===== config.mk =====
export PLATFORM = sky130hd
export DESIGN_NAME = mem_line_arbiter
export DESIGN_NICKNAME = d
export VERILOG_FILES = /design/src/rtl/mem_line_arbiter.sv
export SDC_FILE = /design/constraint.sdc
export NUM_CORES = 1
export LEC_CHECK = 0
export BUFFER_PORTS_ARGS = -buffer_cell sky130_fd_sc_hd__clkbuf_2
export CORE_AREA = 2 2 633 635
export DETAILED_ROUTE_END_ITERATION = 8
export DIE_AREA = 0 0 635 637
export GPL_ROUTABILITY_DRIVEN = 0
export MAX_ROUTING_LAYER = met4
export PLACE_DENSITY = 0.3
export SETUP_SLACK_MARGIN = 0.2
export SYNTH_ARGS = -nofsm -noshare
export SYNTH_HDL_FRONTEND = slang
export SYNTH_SLANG_ARGS = --single-unit
export TNS_END_PERCENT = 10

===== constraint.sdc =====
create_clock -name clk -period 15.1 [get_ports clk]
set_input_delay 2.265 -clock clk [delete_from_list [all_inputs] [get_ports clk]]
set_output_delay 2.265 -clock clk [all_outputs]
set_load 0.01 [all_outputs]

===== src/rtl/mem_line_arbiter.sv =====
// Round-robin arbiter sharing one line-granular main-memory port between an
// instruction-cache client (I) and a data-cache client (D), with grant counters.
module mem_line_arbiter #(
  parameter int LINE_ADDR_LEN = 3,
  parameter int ADDR_LEN      = 7,
  parameter int CNT_W         = 16,
  localparam int LW           = 32 << LINE_ADDR_LEN
) (
  input  logic                clk,
  input  logic                rst,
  input  logic                i_rd_req,
  input  logic                i_wr_req,
  input  logic [ADDR_LEN-1:0] i_addr,
  input  logic [LW-1:0]       i_wr_line,
  output logic                i_gnt,
  output logic [LW-1:0]       i_rd_line,
  input  logic                d_rd_req,
  input  logic                d_wr_req,
  input  logic [ADDR_LEN-1:0] d_addr,
  input  logic [LW-1:0]       d_wr_line,
  output logic                d_gnt,
  output logic [LW-1:0]       d_rd_line,
  output logic                mem_rd_req,
  output logic                mem_wr_req,
  output logic [ADDR_LEN-1:0] mem_addr,
  output logic [LW-1:0]       mem_wr_line,
  input  logic [LW-1:0]       mem_rd_line,
  input  logic                mem_gnt,
  output logic                busy,
  output logic [CNT_W-1:0]    i_grant_cnt,
  output logic [CNT_W-1:0]    d_grant_cnt
);

  typedef enum logic [1:0] {
    IDLE  = 2'd0,
    OWN_I = 2'd1,
    OWN_D = 2'd2
  } state_t;

  state_t              state_q, state_d;
  logic                last_d_q, last_d_d;
  logic                op_wr_q, op_wr_d;
  logic [ADDR_LEN-1:0] op_addr_q, op_addr_d;
  logic [LW-1:0]       op_line_q, op_line_d;
  logic [CNT_W-1:0]    i_cnt_q, i_cnt_d;
  logic [CNT_W-1:0]    d_cnt_q, d_cnt_d;

  logic i_req, d_req;
  assign i_req = i_rd_req | i_wr_req;
  assign d_req = d_rd_req | d_wr_req;

  always_ff @(posedge clk or posedge rst) begin
    if (rst) begin
      state_q   <= IDLE;
      last_d_q  <= 1'b0;
      op_wr_q   <= 1'b0;
      op_addr_q <= '0;
      op_line_q <= '0;
      i_cnt_q   <= '0;
      d_cnt_q   <= '0;
    end else begin
      state_q   <= state_d;
      last_d_q  <= last_d_d;
      op_wr_q   <= op_wr_d;
      op_addr_q <= op_addr_d;
      op_line_q <= op_line_d;
      i_cnt_q   <= i_cnt_d;
      d_cnt_q   <= d_cnt_d;
    end
  end

  always_comb begin
    state_d     = state_q;
    last_d_d    = last_d_q;
    op_wr_d     = op_wr_q;
    op_addr_d   = op_addr_q;
    op_line_d   = op_line_q;
    i_cnt_d     = i_cnt_q;
    d_cnt_d     = d_cnt_q;
    mem_rd_req  = 1'b0;
    mem_wr_req  = 1'b0;
    mem_addr    = '0;
    mem_wr_line = '0;
    busy        = 1'b0;
    i_gnt       = 1'b0;
    d_gnt       = 1'b0;
    i_rd_line   = '0;
    d_rd_line   = '0;

    // Memory-side outputs come only from latched operation registers.
    if (state_q == OWN_I || state_q == OWN_D) begin
      busy        = 1'b1;
      mem_rd_req  = ~op_wr_q;
      mem_wr_req  = op_wr_q;
      mem_addr    = op_addr_q;
      mem_wr_line = op_line_q;
    end

    case (state_q)
      IDLE: begin
        // On a tie D wins unless D was served last.
        if (d_req && (!i_req || !last_d_q)) begin
          state_d   = OWN_D;
          op_wr_d   = d_wr_req;
          op_addr_d = d_addr;
          op_line_d = d_wr_line;
        end else if (i_req) begin
          state_d   = OWN_I;
          op_wr_d   = i_wr_req;
          op_addr_d = i_addr;
          op_line_d = i_wr_line;
        end
      end
      OWN_I: begin
        i_rd_line = mem_rd_line;
        if (mem_gnt) begin
          i_gnt    = 1'b1;
          state_d  = IDLE;
          last_d_d = 1'b0;
          if (i_cnt_q != '1) i_cnt_d = i_cnt_q + CNT_W'(1);
        end
      end
      OWN_D: begin
        d_rd_line = mem_rd_line;
        if (mem_gnt) begin
          d_gnt    = 1'b1;
          state_d  = IDLE;
          last_d_d = 1'b1;
          if (d_cnt_q != '1) d_cnt_d = d_cnt_q + CNT_W'(1);
        end
      end
      default: state_d = IDLE;
    endcase
  end

  assign i_grant_cnt = i_cnt_q;
  assign d_grant_cnt = d_cnt_q;

endmodule


==> impl_metrics.tcl <==
set metrics [dict create \
    grt_pass1_vias 23900 \
    overflow 0 \
    finalCritPeriodShare_pct 40.8 \
    drc 0 \
    final-max-slew-violation-count 0 \
    synth.distinct_cells 36 \
    synth_edf_count 0 \
    antenna_found_initial 160 \
    timing.rr.end "op_line_q[43]$_DFFE_PP0P_" \
    start_util_pct 4.69 \
    tightest_slew_ps 1040 \
    synth_top_family_by_area "simple AND/OR/NAND/NOR gates" \
    hold_end "i_grant_cnt[15]$_DFFE_PP0P_" \
    cts.clk_slew.worst_paths_ps 60 \
    clock_sinks 299 \
    die_width_um 635 \
    synth_commonest_cells "and2_1, nand2_1, dfrtp_1" \
    slowest_delay_ps 780 \
    cts_tree "yes" \
    layout.area.seq_um2 7480 \
    cp_slowest_cell "ha_4" \
    vias 24500 \
    synthTopCellsByArea "dfrtp_1, and2_1, nand2_1, a31oi_1, nor2_1" \
    clockBufferDepth 3 \
    grt_first_pass_wirelength_mm 310 \
    nets 4727 \
    seq_area_frac_synth_pct 40.1 \
    cts_hold_buf 0 \
    fin_cells 9292 \
    place_inst 9154 \
    rows 232 \
    skew_ps 23.0 \
    ios 1601 \
    syn-cell-area_um2 18700 \
    ys_ff_latch 299 \
    core_um2 398000 \
    required_ps 12840 \
    cts_buffers 42 \
    synth.most_common_cell "and2_1" \
    synthCells 2467 \
    clock-root-buffer "clkbuf_16" \
    powerDensity_nw_per_um2 202 \
    finalWirelength_mm 256 \
    wl_per_cell_um 27.5 \
    drv_cap 0 \
    vias_per_cell 2.64 \
    synth_xor_area_share_pct 1.03 \
    path_cells "inv_1, ha_4, buf_12, buf_4, and2_1, clkbuf_2" \
    synthAdderAreaFrac_pct 0.335 \
    crit_buf_inv 4 \
    tns_ps 0 \
    ys_warn_count 0 \
    reg2regPathDepth 9 \
    synthSimpleGateAreaFrac_pct 44.4 \
    dp_hpwl_mm 227 \
    grt_usage_pct 12.5 \
    fillers 47200 \
    synth_ff_type "dfrtp_1" \
    path_delay_family "buffers and inverters" \
    synth_mux_area_share_pct 0.322 \
    ant_nets 0 \
    r2r_slack_ps 11260 \
    finalSetupViolCount 0 \
    fin_crit_ps 6160 \
    rsz0062_at_grt "no" \
    max_freq_ghz 0.162 \
    clk_latency_ps 620 \
    syn_area_per_cell_um2 7.56 \
    synth_largest_area_cell "dfrtp_1" \
    min-delay-start "i_grant_cnt[15]$_DFFE_PP0P_" \
    firstDrtPassIters 5 \
    syn_to_final_growth_pct 83.9 \
    drt_iter0_markers 1820 \
    postCtsResizedCells 0 \
    power.leakage_nw 15.8 \
    h-tree-depth 2 \
    holdCritPathClass "reg2reg" \
    drive_above_1_share_pct 43.0 \
    syn-num-nets 3261 \
    synth_compound_area_share_pct 9.45 \
    multiInputGateArea_um2 10400 \
    outcome "finished, final reports clean" \
    fp.dieH_um 637 \
    maxSlewHeadroom_pct 30.7 \
    io_buffers 1600 \
    worstPathMaxFanout 108 \
    final_hold_viol_count 0 \
    synth_top_area_share_pct 40.1 \
    crit_path_end_kind "output pin" \
    worst-setup-path-type "reg2out" \
    whs_ps 502 \
    vdd.ir_drop.worst_uv 137 \
    cp.arrival_ps 3900 \
    grt_max_degree 195 \
    dieArea_um2 404000 \
    rr_startpoint "state_q[0]$_DFFE_PP0P_" \
    hold_depth 1 \
    cts_setup_buffers 0 \
    synthArstFlopShare_pct 100 \
    start_kind "flop" \
]
[layer usage]
metal  vias up  GRT usage (%)  routed length (µm)
met2      1368           21.3              126000
met3       277           5.24               27400
li1      11000              -                   -
met1     11900           13.0               92600
met4         0           3.98                9790
met5         -              -                   0
[through the flow]
step / area, µm² / util (%) / total power, mW / setup slack (ps)
after CTS: 34200 / 8.58 / 7.19 / 8920
after global routing: 34200 / 8.60 / 7.49 / 8750
final: 34300 / 8.62 / 6.92 / 8940
after floorplan: 18700 / - / 3.33 / 4570
after detailed placement: 32800 / 8.24 / 6.10 / 9430
after global placement: 32800 / 8.24 / 6.14 / 9390
[where the power goes]
group,internal (mW),leakage (nW),switching (mW)
sequential,1.19,3.46,0.495
combinational,1.29,11.7,2.91
clock,0.590,0.662,0.441
[worst reg2reg max path: cells and delay by family, from the launching register on]
family	cells	cell delay, ps
buffers and inverters	5	2550
AO/OA/AOI/OAI	1	170
AND/OR/NAND/NOR	2	450
adder cells (fa/ha/maj)	1	180
flip-flops	1	400
[cells in the final DEF, fill, tap and decap left out, drive strengths merged, types with 2 or more instances in the layout]
master	instances
a21oi	5
a31oi	266
and2	776
and3	3
and4	4
buf	25
clkbuf	1667
clkinv	6
dfrtp	299
diode	64
ha	5
inv	8
mux2	5
nand2	540
nand3	10
nand4	10
nor2	271
nor2b	2
nor3	12
nor3b	2
nor4	6
o21ai	9
o22ai	2
or2	2
xnor2	8
xor2	14
[state kept, by name, indices dropped and copies added (netlist names)]
| name | cells |
|---|---|
| op_line_q | 256 |
| d_grant_cnt | 16 |
| i_grant_cnt | 16 |
| state_q | 2 |
| op_wr_q | 1 |
| last_d_q | 1 |
| op_addr_q | 7 |
[area by class of cell]
type | count | area share, %
diodes | 64 | 0.467
clock buffers | 67 | 3.69
clock inverters | 7 | 0.252
inverters | 8 | 0.109
multi-input cells | 1957 | 30.4
flip-flops and latches | 299 | 21.8
well taps | 5265 | 19.2
repair buffers | 1625 | 24.1
[logic make-up after synthesis]
group | after synthesis
mux | 5
fa+ha+maj | 5
xor+xnor | 22
buf+inv | 211
compound gates | 284
flops | 299
simple gates | 1641
[worst max-delay path by stage]
stage,from,to,slack (ps),cells past startpoint
floorplan,rst,d_grant_cnt[0]$_DFFE_PP0P_,4570,1
global placement,d_wr_req,op_line_q[159]$_DFFE_PP0P_,9390,7
detailed placement,d_wr_req,op_line_q[159]$_DFFE_PP0P_,9430,7
CTS,state_q[0]$_DFFE_PP0P_,mem_wr_line[50],8920,6
global route,state_q[0]$_DFFE_PP0P_,mem_wr_line[50],8750,6
finish,state_q[0]$_DFFE_PP0P_,mem_wr_line[50],8940,6
Note: power is estimated with default switching activity, not from simulation.
